==> config.mk <==
export PLATFORM = sky130hd
export DESIGN_NAME = reg_file_mp
export DESIGN_NICKNAME = d
export VERILOG_FILES = /design/src/rtl/reg_file_pkg.sv /design/src/rtl/reg_file_clear_seq.sv /design/src/rtl/reg_file_mp.sv
export SDC_FILE = /design/constraint.sdc
export NUM_CORES = 1
export LEC_CHECK = 0
export BUFFER_PORTS_ARGS = -buffer_cell sky130_fd_sc_hd__buf_2
export CAP_MARGIN = 20
export CORE_ASPECT_RATIO = 0.8
export CORE_UTILIZATION = 58
export CTS_CLUSTER_DIAMETER = 80
export DETAILED_ROUTE_END_ITERATION = 6
export PLACE_DENSITY_LB_ADDON = 0.08
export SLEW_MARGIN = 40
export SYNTH_ARGS = -nofsm -noshare
export SYNTH_HDL_FRONTEND = slang
export SYNTH_SLANG_ARGS = --single-unit
export TNS_END_PERCENT = 50
==> constraint.sdc <==
create_clock -name CLK -period 1.73 [get_ports CLK]
set_input_delay 0.0865 -clock CLK [delete_from_list [all_inputs] [get_ports CLK]]
set_output_delay 0.0865 -clock CLK [all_outputs]
set_load 0.005 [all_outputs]
==> src/rtl/reg_file_pkg.sv <==
// Shared types and constants for the multi-port register file.
// Sweep FSM states and the read-port range check.
package reg_file_pkg;

  typedef enum logic [1:0] {
    IDLE,
    SWEEP,
    DONE
  } clr_state_t;

  localparam int REG_FILE_MAX_NR = 8;

  function automatic logic nr_in_range(input int nr);
    return (nr >= 1) && (nr <= REG_FILE_MAX_NR);
  endfunction

endpackage

==> src/rtl/reg_file_clear_seq.sv <==
// Soft-clear sequencer: walks the array one entry per cycle.
// Single pass over 2**D entries, then a one-cycle done pulse.
module reg_file_clear_seq
  import reg_file_pkg::*;
#(
  parameter int D = 3
) (
  input  logic         CLK,
  input  logic         reset,
  input  logic         clear_req,
  output logic         clr_en,
  output logic [D-1:0] clr_idx,
  output logic         clear_busy,
  output logic         clear_done
);

  localparam logic [D-1:0] LAST = {D{1'b1}};

  clr_state_t   state, state_nxt;
  logic [D-1:0] idx, idx_nxt;

  // state and index registers
  always_ff @(posedge CLK or posedge reset) begin
    if (reset) begin
      state <= IDLE;
      idx   <= '0;
    end else begin
      state <= state_nxt;
      idx   <= idx_nxt;
    end
  end

  // next-state, index advance and status outputs
  always_comb begin
    state_nxt  = state;
    idx_nxt    = idx;
    clr_en     = 1'b0;
    clear_busy = 1'b0;
    clear_done = 1'b0;
    unique case (state)
      IDLE: begin
        if (clear_req) begin
          state_nxt = SWEEP;
          idx_nxt   = '0;
        end
      end
      SWEEP: begin
        clr_en     = 1'b1;
        clear_busy = 1'b1;
        if (idx == LAST) begin
          state_nxt = DONE;
          idx_nxt   = '0;
        end else begin
          idx_nxt = idx + 1'b1;
        end
      end
      DONE: begin
        clear_done = 1'b1;
        state_nxt  = IDLE;
      end
      default: begin
        state_nxt = IDLE;
        idx_nxt   = '0;
      end
    endcase
  end

  assign clr_idx = idx;

endmodule

==> src/rtl/reg_file_mp.sv <==
// Multi-port register file: NR reads, two prioritised writes.
// REG_FILE_BYPASS_EN enables write-through read forwarding.
module reg_file_mp
  import reg_file_pkg::*;
#(
  parameter int W        = 8,
  parameter int D        = 3,
  parameter int NR       = 2,
  parameter int ZERO_REG = 1
) (
  input  logic                  CLK,
  input  logic                  reset,
  input  logic [NR-1:0][D-1:0]  raddr,
  output logic [NR-1:0][W-1:0]  rdata,
  input  logic                  we0,
  input  logic                  we1,
  input  logic [D-1:0]          waddr0,
  input  logic [D-1:0]          waddr1,
  input  logic [W-1:0]          wdata0,
  input  logic [W-1:0]          wdata1,
  input  logic                  clear_req,
  output logic                  clear_busy,
  output logic                  clear_done
);

  localparam int  N  = 2 ** D;
  localparam bit  ZR = (ZERO_REG != 0);

  if (!nr_in_range(NR)) begin : g_nr_chk
    $error("reg_file_mp: NR out of range");
  end

  logic [W-1:0] mem [N];
  logic         clr_en;
  logic [D-1:0] clr_idx;
  logic         wr0_ok;
  logic         wr1_ok;

  assign wr0_ok = we0 && !(ZR && (waddr0 == '0));
  assign wr1_ok = we1 && !(ZR && (waddr1 == '0));

  reg_file_clear_seq #(
    .D (D)
  ) u_clr (
    .CLK        (CLK),
    .reset      (reset),
    .clear_req  (clear_req),
    .clr_en     (clr_en),
    .clr_idx    (clr_idx),
    .clear_busy (clear_busy),
    .clear_done (clear_done)
  );

  // sweep clear first, then slot 0, then slot 1 (last wins)
  always_ff @(posedge CLK or posedge reset) begin
    if (reset) begin
      for (int i = 0; i < N; i++) mem[i] <= '0;
    end else begin
      if (clr_en) mem[clr_idx] <= '0;
      if (wr0_ok) mem[waddr0] <= wdata0;
      if (wr1_ok) mem[waddr1] <= wdata1;
    end
  end

  for (genvar p = 0; p < NR; p++) begin : g_rd
    logic [W-1:0] rd;

    // per-port read mux with optional forwarding
    always_comb begin
      rd = mem[raddr[p]];
`ifdef REG_FILE_BYPASS_EN
      if (wr1_ok && (waddr1 == raddr[p])) begin
        rd = wdata1;
      end else if (wr0_ok && (waddr0 == raddr[p])) begin
        rd = wdata0;
      end else if (clr_en && (clr_idx == raddr[p])) begin
        rd = '0;
      end
`endif
      if (ZR && (raddr[p] == '0)) rd = '0;
    end

    assign rdata[p] = rd;
  end

endmodule

==> impl_results.md, run 1 <==
- Status: finished clean
- Mean post-synth cell area: a little under 9 um2
- Max-cap violation count: 0
- Comb power frac: between 40% and 50%
- Most numerous cell in the Yosys netlist: nand2_1
- Sequential share of the synthesized area: a little under two fifths
- Core Box Area: 0.00660 mm2
- FP Rows: 26
- Chip height: 77.1 um
- Top cells by count, synth: 64 x nand2_1, 61 x dfrtp_1, 58 x nor2_1
- Psw: 2.80 mW
- Placed cell area: about 0.0044 mm2
- Post-synth top area cell: dfrtp_1
- Req. time, crit path: about 1.6 ns
- Worst slew pin tran: 0.649 ns
- RSZ-0062 raised after global routing: false
- Drt pass-1 iters: 6
- H-Tree Depth: 3
- Vias: 4158
- Post-Route WL: around 13000 um
- First-pass GRT wire length: between 20000 and 25000 um
- Fmax: around 590 MHz
- Top_reg_cell synth: dfrtp_1
- Die Span X: between 90 and 100 um
- Clk_lat worst skew: around 0.36 ns
- Largest net degree at the start of global routing: 41
- Pleak: just under 2 nW
- Startpoint types: register
- Synth top area cells: dfrtp_1 37%, mux4_2 8.8%, o211ai_1 8.8%
- Cells after Synth: about 460
- Setup Viol. Count Final: 0
- Final Cell Area: about 0.0047 mm2
- Initial drt markers: slightly below 500
- Vias in the first global route: 3759
- Synth top area share: between 30% and 40%
- Worst Hold Class: primary input to register
- Starting Density: ~62%
- Post-route DRC: 0
- Inserted Diodes: 0
- Fin crit period: 1.68 ns
- Syn nets: roughly 490
- Critical Path AT: 1.60 ns
- Distinct cell type count after synthesis: 33
- Post-synth EDFFs: 0
- Max VDD drop: between 0.001 and 0.0015 V
- Yosys Warn Count: 0
- Num ports: 51
- CTS Buf Count: 9
- Layout Nets: approximately 530
- Max transition margin: 56.7%
- P per Cell Area: about 1600 mW/mm2
- Hpwl dp: 8900 um
- Die Area: around 0.0074 mm2
- Pint: roughly 4.5 mW
- Layout cells sized above 1: around a quarter
- Net Sw Frac: between 30% and 40%
- WL/cell: around 23 um
- Post-CTS Setup Bufs: 0
- Clk sinks: around 60
- TritonCTS clock tree: done
- GRT Total Usage: 37.6%
- Max-slew violations: 0
- Share of power burned in registers: 38.5%
- DR vias/cell: around 7.1
- Period utilization: around 97%
- Crit Path Max Fanout: 3
- Root buffer cell: clkbuf_8
- CP max-delay cell: mux4_2
- Final Wtd Congestion: around 0.93
- Synth Register Bits: 61
- Longest Clk Path Bufs: 2
- # port buffers: 50
- Critical path class: register to primary output
- Tot Pwr: between 7 and 8 mW
- Hold Vio Cnt, Final: 0
- GR Overflow Total: 0
- Worst path cell trace: mux4_2 -> nand2_1 -> o21ai_0 -> buf_2
- Setup_tns: 0 ns
- Clock Skews: around 0.0076 ns
- Clk pwr share: between 20% and 30%
- CP peak stage delay: 0.51 ns
- DRT antenna net count: 0
- Async S/R FF share, synth: 100%
- Worst reg-to-reg setup slack: 0.07 ns
- Synth-to-Final Area Change: 14.9%
- CP endpoint kind: primary output
- Worst-path clk slew: roughly 0.070 ns
- Initial antenna violation count: 0
- Synthesized area: a little over 0.004 mm2
[kinds of logic after synthesis]
logic type                 Yosys count  share of synthesized area, %
AOI/OAI and AO/OA                  148                          25.0
adders and majority gates            2                         0.612
buffers and inverters               60                          5.84
DFF                                 61                          37.3
muxes                               34                          13.7
and+or+nand+nor                    152                          17.6
[timing repair]
| action | in CTS | in global routing |
|---|---|---|
| gates resized for setup | 0 | 1 |
| endpoints found under the setup margin | 0 | 9 |
| hold endpoints to repair | 61 | 0 |
| hold buffers | 1 | 0 |
[power groups by stage]
stage | clock network, mW | registers [mW] | logic [mW]
detailed placement | 0 | 2.80 | 2.90
finish | 1.56 | 2.82 | 2.95
global route | 1.61 | 2.90 | 3.20
global placement | 0 | 2.75 | 2.80
CTS | 1.55 | 2.77 | 2.90
floorplan | 0 | 2.51 | 2.18
[layer usage]
layer	routed length [um]	vias to the layer above	track usage [%]
met5	0	-	0
met4	274	0	10.9
met3	1780	31	10.5
met2	6010	321	57.0
met1	5130	1992	52.6
li1	-	1814	-
[sequential cells by signal, summed over array words and instances (netlist names)]
signal / count
mem: 56
u_clr.clr_idx: 3
u_clr.state: 2
[layout by cell type (no fill, tap or decap), drive strengths merged, types with 11 or more instances in the layout]
| master | instances |
|---|---|
| buf | 76 |
| nand2 | 64 |
| dfrtp | 61 |
| nor2 | 58 |
| a31oi | 56 |
| o211ai | 48 |
| mux4 | 16 |
| mux2 | 16 |
| clkbuf | 13 |
| inv | 11 |
[area by class of cell]
cell class / instances / area [um2]
clock inverter: 3 / 65.1
sequential: 61 / 1530
clock buffer: 13 / 179
tap: 84 / 105
fill: 523 / 1900
timing repair buffer: 77 / 455
multi-input combinational: 336 / 2330
inverter: 11 / 41.3
[stage by stage]
step	instances	utilization (%)	setup WS (ns)	hold slack, ns
floorplan	457	-	0.130	0.236
global placement	568	67.3	0.156	0.141
detailed placement	568	67.3	0.132	0.141
CTS	585	71.1	0.0631	0.0317
global route	585	71.2	0.00493	0.0369
finish	585	71.2	0.0469	0.0268
[final timing paths]
| check | from | to | depth (start not counted) |
|---|---|---|---|
| max | mem[4]$_DFF_PP0_ | rdata[12] | 4 |
| min | clear_req | u_clr.state[0]$_DFFE_PP0P_ | 3 |
| max reg2reg | u_clr.state[1]$_DFFE_PP0P_ | mem[4]$_DFF_PP0_ | 4 |
| min reg2reg | u_clr.state[1]$_DFFE_PP0P_ | u_clr.state[0]$_DFFE_PP0P_ | 1 |
| max in group asynchronous | reset | mem[20]$_DFF_PP0_ | 4 |
| min in group asynchronous | reset | mem[55]$_DFF_PP0_ | 4 |
[critical path: cells and delay by family (launching register included)]
kind / cells / cell delay, ns
compound gates: 1 / 0.11
buf+inv: 1 / 0.16
mux: 1 / 0.51
simple gates: 1 / 0.08
flops: 1 / 0.40
Power figures use the tool's default switching activity.
==> run 2: changes to the inputs <==
Settings changed: CORE_MARGIN set to 2.
==> run 2 against run 1 <==
Final cell count down 0.85%. Maximum frequency rose by 1.4%. Combinational power about the same. Sequential share of layout area rose by 0.45 points. Die area increased by 4.7%. Non-clock buffer count is 6 lower. Routed wire length increased by 5.0%. Via count down 1.0%.
==> impl_results.md, run 2 (synthesis gave the netlist of run 1 again) <==
- Net Sw Frac: 39.1% (+0.92 points)
- Setup_tns: 0 ns (unchanged)
- Die Area: 0.00775 mm2 (+4.7%)
- Fmax: 603 MHz (+1.4%)
- Clock Skews: 0.00958 ns (+0.00203 ns)
- Pleak: 1.89 nW (-2.3%)
- DRT antenna net count: 0 (unchanged)
- Hold Vio Cnt, Final: 0 (unchanged)
- Vias: 4115 (-1.0%)
- Layout Nets: 525 (-1.1%)
- Status: finished clean
- Inserted Diodes: 0 (unchanged)
- Number of flip-flops in the largest register: 56 (unchanged)
- RSZ-0062 raised after global routing: false
- Tot Pwr: 7.16 mW (-2.3%)
- Placed cell area: 0.00443 mm2 (-0.37%)
- Period utilization: 95.9% (-1.4 points)
- Setup Viol. Count Final: 0 (unchanged)
- Vias in the first global route: 3823 (+1.7%)
- WL/cell: 23.9 um (+5.9%)
- Worst Hold Class: primary input to register
- Initial antenna violation count: 0 (unchanged)
- Max-slew violations: 0 (unchanged)
- P per Cell Area: 1540 mW/mm2 (-0.91%)
- GR Overflow Total: 0 (unchanged)
- Fin worst setup slack: 0.0704 ns (+0.0235 ns)
- Post-Route WL: 13900 um (+5.0%)
- CTS Buf Count: 9 (unchanged)
- Drt pass-1 iters: 5 (-1)
- Chip height: 79.1 um (+2.6%)
- Register area: 0.00153 mm2 (unchanged)
- FP Rows: 27 (+3.8%)
- Pint: 4.36 mW (-3.7%)
- Startpoint types: register
- Biggest register: mem
- Critical path class: register to primary output
- CP endpoint kind: primary output
- H-Tree Depth: 3 (unchanged)
- DR vias/cell: 7.09 (-0.18%)
- GRT Total Usage: 37.1% (-0.46 points)
- Synth-to-Final Area Change: 13.3%
- Crit Path Max Fanout: 3 (unchanged)
- First-pass GRT wire length: 21700 um (+7.3%)
- Fin crit period: 1.66 ns (-0.0235 ns)
- Comb power frac: 41.6% (+1.3 points)
- Setup slack at placement: 0.213 ns (+0.0807 ns)
- Num ports: 51 (unchanged)
- Critical Path AT: 1.57 ns (-0.03 ns)
- Psw: 2.80 mW (+0.10%)
- Root buffer cell: clkbuf_8
- Max-cap violation count: 0 (unchanged)
- Initial drt markers: 554 (+14%)
- Core Box Area: 0.00686 mm2 (+3.8%)
- Worst-path clk slew: 0.07 ns (about the same)
- Max transition margin: 55.5% (-1.1 points)
- Post-route DRC: 0 (unchanged)
- Die Span X: 97.9 um (+2.1%)
- Post-CTS Setup Bufs: 0 (unchanged)
- Layout cells sized above 1: 23.7% (-1.4 points)
- Filler Cell Count: 573 (+9.6%)
- Req. time, crit path: 1.64 ns (about the same)
- Most common cell after layout, fill and taps aside: nand2_1
- Final Wtd Congestion: 0.956 (+2.5%)
- Max VDD drop: 0.00110 V (-20%)
- Most frequent cells in the layout: 64 x nand2_1, 61 x dfrtp_1, 58 x nor2_1
- Largest net degree at the start of global routing: 33 (-20%)
- Longest Clk Path Bufs: 2 (unchanged)
- Worst slew pin tran: 0.665 ns (+0.0165 ns)
- Clk pwr share: 18.1% (-3.1 points)
- Final Cell Area: 0.00464 mm2 (-1.4%)
- Starting Density: 59.7% (-2.3 points)
- Hpwl dp: 9400 um (+5.6%)
- Share of power burned in registers: 40.3% (+1.8 points)
- Multi-input gate area: 0.00233 mm2 (-0.11%)
- TritonCTS clock tree: done
- Clk_lat worst skew: 0.33 ns (-0.03 ns)
- # port buffers: 50 (unchanged)
- Clk sinks: 61 (unchanged)
run 2: changes by cell type in the layout (fill, tap and decap cells not counted):
cell	delta
o21ai_0	-2
o21ai_1	+2
buf_4	-8
clkbuf_1	+1
clkinv_2	-1
nand2b_2	-1
clkbuf_8	-1
nand2b_1	+1
buf_12	+2
bufinv_16	-1
inv_2	+1
inv_1	-1
run 2: final cells by class:
class	count	area share [%]
clock buffers	13	3.64
clock inverters	1	0.648
inverters	11	0.890
multi-input cells	336	50.2
flip-flops and latches	61	32.9
well taps	87	2.35
repair buffers	71	9.39
run 2: final timing paths:
path                                               from                            to  slack [ns]  cells past startpoint
setup / recovery                       mem[3]$_DFF_PP0_                      rdata[3]        0.07                      4
hold / removal                                clear_req    u_clr.state[0]$_DFFE_PP0P_        0.02                      3
setup reg to reg           u_clr.clr_idx[0]$_DFFE_PP0P_  u_clr.clr_idx[0]$_DFFE_PP0P_        0.18                      5
hold reg to reg              u_clr.state[1]$_DFFE_PP0P_    u_clr.state[0]$_DFFE_PP0P_        0.50                      1
max in group asynchronous                         reset              mem[6]$_DFF_PP0_        0.81                      4
min in group asynchronous                         reset             mem[53]$_DFF_PP0_        0.34                      3
run 2: per-layer routing:
layer | GRT usage (%) | vias to the layer above | wire, um
met3 | 9.15 | 21 | 1690
met2 | 56.0 | 293 | 6290
met1 | 53.2 | 2001 | 5620
met5 | 0 | - | 0
met4 | 11.8 | 0 | 263
li1 | - | 1800 | -
run 2: per-stage QoR:
step	utilization, %	hold WS (ns)	cells
2_1_floorplan	-	0.236	457
4_1_cts	67.6	0.00275	580
5_1_grt	67.6	0.0308	580
3_3_place_gp	64.6	0.154	565
6_report	67.6	0.0195	580
3_5_place_dp	64.6	0.150	565
run 2: power groups by stage:
stage	combinational, mW	sequential [mW]	clock (mW)
after floorplan	2.18	2.51	0
after global placement	2.81	2.83	0
after detailed placement	2.92	2.87	0
after CTS	2.93	2.84	1.31
after global routing	3.25	2.97	1.38
final	2.98	2.89	1.30
run 2: what timing repair did:
item | in CTS | in global routing
hold endpoints to repair | 21 | 0
endpoints found under the setup margin | 0 | 3
resized for setup | 0 | 3
hold buffers | 1 | 0
run 2: critical path, cell delays in order, from the launching register on:
cell and delay, ns:
dfrtp_1 0.43, mux4_2 0.50, inv_1 0.07, a21oi_1 0.09
buf_2 0.16
==> run 3: changes to the inputs <==
Settings changed: SETUP_SLACK_MARGIN set to 0.15.
==> run 3 against run 2 <==
Combinational power up 7.0%. Critical endpoint is now rdata[10]. Critical path type unchanged. Maximum frequency is 1.8% higher. Sequential share of layout area is 0.88 points lower. Clock power shrank 12%. Worst setup slack better by 0.029 ns. Largest cell class unchanged. Largest power group unchanged. Design area increased by 2.8%. First-iteration DRC count is 1.8% lower. Clock skew decreased by 0.0027 ns. Routed wire length fell by 3.5%.
==> impl_results.md, run 3 (synthesis gave the netlist of run 1 again) <==
- Status: finished clean
- Final Wtd Congestion: 0.899 (-6.0%)
- Worst reg-to-reg setup slack: 0.19 ns (about the same)
- Placed insts: 568 (+0.53%)
- Multi-input gate area: 0.00242 mm2 (+4.0%)
- Post-route DRC: 0 (unchanged)
- CP max-delay cell: mux4_2
- WL/cell: 22.7 um (-5.1%)
- CP Launch Point: mem[2]$_DFF_PP0_
- Layout cells sized above 1: 29.2% (+5.5 points)
- Clock Skews: 0.00688 ns (-0.00270 ns)
- Critical path class: register to primary output
- Vias: 4120 (+0.12%)
- Crit Path Max Fanout: 3 (unchanged)
- Most frequent cells in the layout: 63 x nand2_1, 60 x dfrtp_1, 58 x nor2_1
- Largest net degree at the start of global routing: 25 (-24%)
- Most common cell after layout, fill and taps aside: nand2_1
- Clk pwr share: 15.8% (-2.3 points)
- Max transition margin: 59.7% (+4.2 points)
- Root buffer cell: clkbuf_8
- Longest Clk Path Bufs: 2 (unchanged)
- R2R Path End: u_clr.clr_idx[0]$_DFFE_PP0P_
- Hold Vio Cnt, Final: 0 (unchanged)
- Drt pass-1 iters: 5 (unchanged)
- Worst-path clk slew: 0.06 ns (about the same)
- Req. time, crit path: 1.64 ns (about the same)
- GRT Total Usage: 35.6% (-1.6 points)
- DR vias/cell: 6.98 (-1.6%)
- Clk sinks: 61 (unchanged)
- Crit Reg-Reg Startpoint: u_clr.clr_idx[0]$_DFFE_PP0P_
- Initial drt markers: 544 (-1.8%)
- CTS Buf Count: 9 (unchanged)
- Comb power frac: 44.4% (+2.8 points)
- Pint: 4.31 mW (-1.2%)
- Inserted Diodes: 0 (unchanged)
- Final Non-Filler Cells: 590 (+1.7%)
- Hpwl dp: 9300 um (-1.0%)
- P per Cell Area: 1510 mW/mm2 (-2.4%)
- Max VDD drop: 0.00106 V (-3.5%)
- Die Area: 0.00775 mm2 (unchanged)
- Crit path capture: rdata[10]
- Core Box Area: 0.00686 mm2 (unchanged)
- Number of flip-flops in the largest register: 56 (unchanged)
- Layout Nets: 533 (+1.5%)
- R2R depth: 5 (unchanged)
- Initial antenna violation count: 0 (unchanged)
- H-Tree Depth: 3 (unchanged)
- Period utilization: 94.2% (-1.7 points)
- Net Sw Frac: 40.1% (+0.96 points)
- DRT antenna net count: 0 (unchanged)
- Starting Density: 59.7% (unchanged)
- CP endpoint kind: primary output
- Post-Route WL: 13400 um (-3.5%)
- Share of power burned in registers: 39.8% (-0.5 points)
- GR Overflow Total: 0 (unchanged)
- Pleak: 1.93 nW (+2.3%)
- Register area: 0.00153 mm2 (about the same)
- First-pass GRT wire length: 21100 um (-2.8%)
- RSZ-0062 raised after global routing: true
- TritonCTS clock tree: done
- Worst path cell trace: mux4_2 -> nand2_1 -> o21ai_2 -> buf_2
- Max-slew violations: 0 (unchanged)
- FP Rows: 27 (unchanged)
- Worst Hold Class: primary input to register
- Setup_tns: 0 ns (unchanged)
- Psw: 2.88 mW (+2.8%)
- CP peak stage delay: 0.47 ns (-0.03 ns)
- Fmax: 613 MHz (+1.8%)
- Clk_lat worst skew: 0.34 ns (about the same)
- Synth-to-Final Area Change: 16.5%
- Filler Cell Count: 570 (-0.52%)
- Worst slew pin tran: 0.603 ns (-0.0623 ns)
- Setup Viol. Count Final: 0 (unchanged)
- Fin crit period: 1.63 ns (-0.0294 ns)
- Critical Path AT: 1.54 ns (-0.03 ns)
- # port buffers: 50 (unchanged)
- Num ports: 51 (unchanged)
- Max-cap violation count: 0 (unchanged)
- Chip height: 79.1 um (unchanged)
- Die Span X: 97.9 um (unchanged)
- Vias in the first global route: 3862 (+1.0%)
- Startpoint types: register
- Biggest register: mem
run 3: how the worst min path moves through the flow:
stage / startpoint / to / slack, ns / cells after the start
global placement: reset / mem[55]$_DFF_PP0_ / 0.18 / 2
global route: clear_req / u_clr.state[0]$_DFFE_PP0P_ / 0.05 / 3
CTS: clear_req / u_clr.state[0]$_DFFE_PP0P_ / 0.02 / 3
finish: clear_req / u_clr.state[0]$_DFFE_PP0P_ / 0.03 / 3
detailed placement: reset / mem[39]$_DFF_PP0_ / 0.19 / 2
floorplan: reset / mem[0]$_DFF_PP0_ / 0.20 / 1
run 3: final cells by class:
cell class,count,area share [%]
Multi-Input combinational cell,336,50.7
Sequential cell,61,32.0
Timing Repair Buffer,79,10.4
Clock buffer,15,3.49
Tap cell,87,2.28
Inverter,11,0.945
Clock inverter,1,0.105
run 3: power by group through the flow:
stage / Sequential [mW] / Combinational (mW) / Clock (mW)
after global routing: 2.95 / 3.46 / 1.20
after global placement: 2.80 / 2.81 / 0
final: 2.86 / 3.19 / 1.14
after floorplan: 2.51 / 2.18 / 0
after CTS: 2.80 / 3.02 / 1.14
after detailed placement: 2.83 / 2.91 / 0
run 3: per-layer routing:
layer / share of wire [%] / vias up / track usage [%]
met3: 12 / 35 / 10.0
met4: 2.3 / 0 / 11.4
met2: 44 / 288 / 54.2
met5: 0 / - / 0
li1: - / 1821 / -
met1: 41 / 1976 / 49.7
run 3: repair_timing:
item | 4_1_cts | 5_1_grt
endpoints found under the setup margin | 15 | 58
gates resized for setup | 20 | 12
pin swaps | 6 | 3
setup buffers | 2 | 3
endpoints found under the hold margin | 22 | 0
hold buffers | 1 | 0
run 3: per-stage QoR:
stage,hold slack (ns),area (um2),setup WS [ns],utilization (%),total power [mW]
2_1_floorplan,0.199,4100,0.293,-,4.69
3_3_place_gp,0.178,4450,0.204,65.0,5.61
3_5_place_dp,0.186,4450,0.150,65.0,5.73
4_1_cts,0.0204,4700,0.119,68.5,6.96
5_1_grt,0.0533,4770,0.0574,69.5,7.60
6_report,0.0264,4770,0.0998,69.5,7.19
run 3: critical path, delay by kind of cell (launching register included):
family                 cells  cell delay, ns
AOI/OAI and AO/OA          1            0.07
buffers and inverters      1            0.14
DFF                        1            0.42
muxes                      1            0.47
and+or+nand+nor            1            0.10
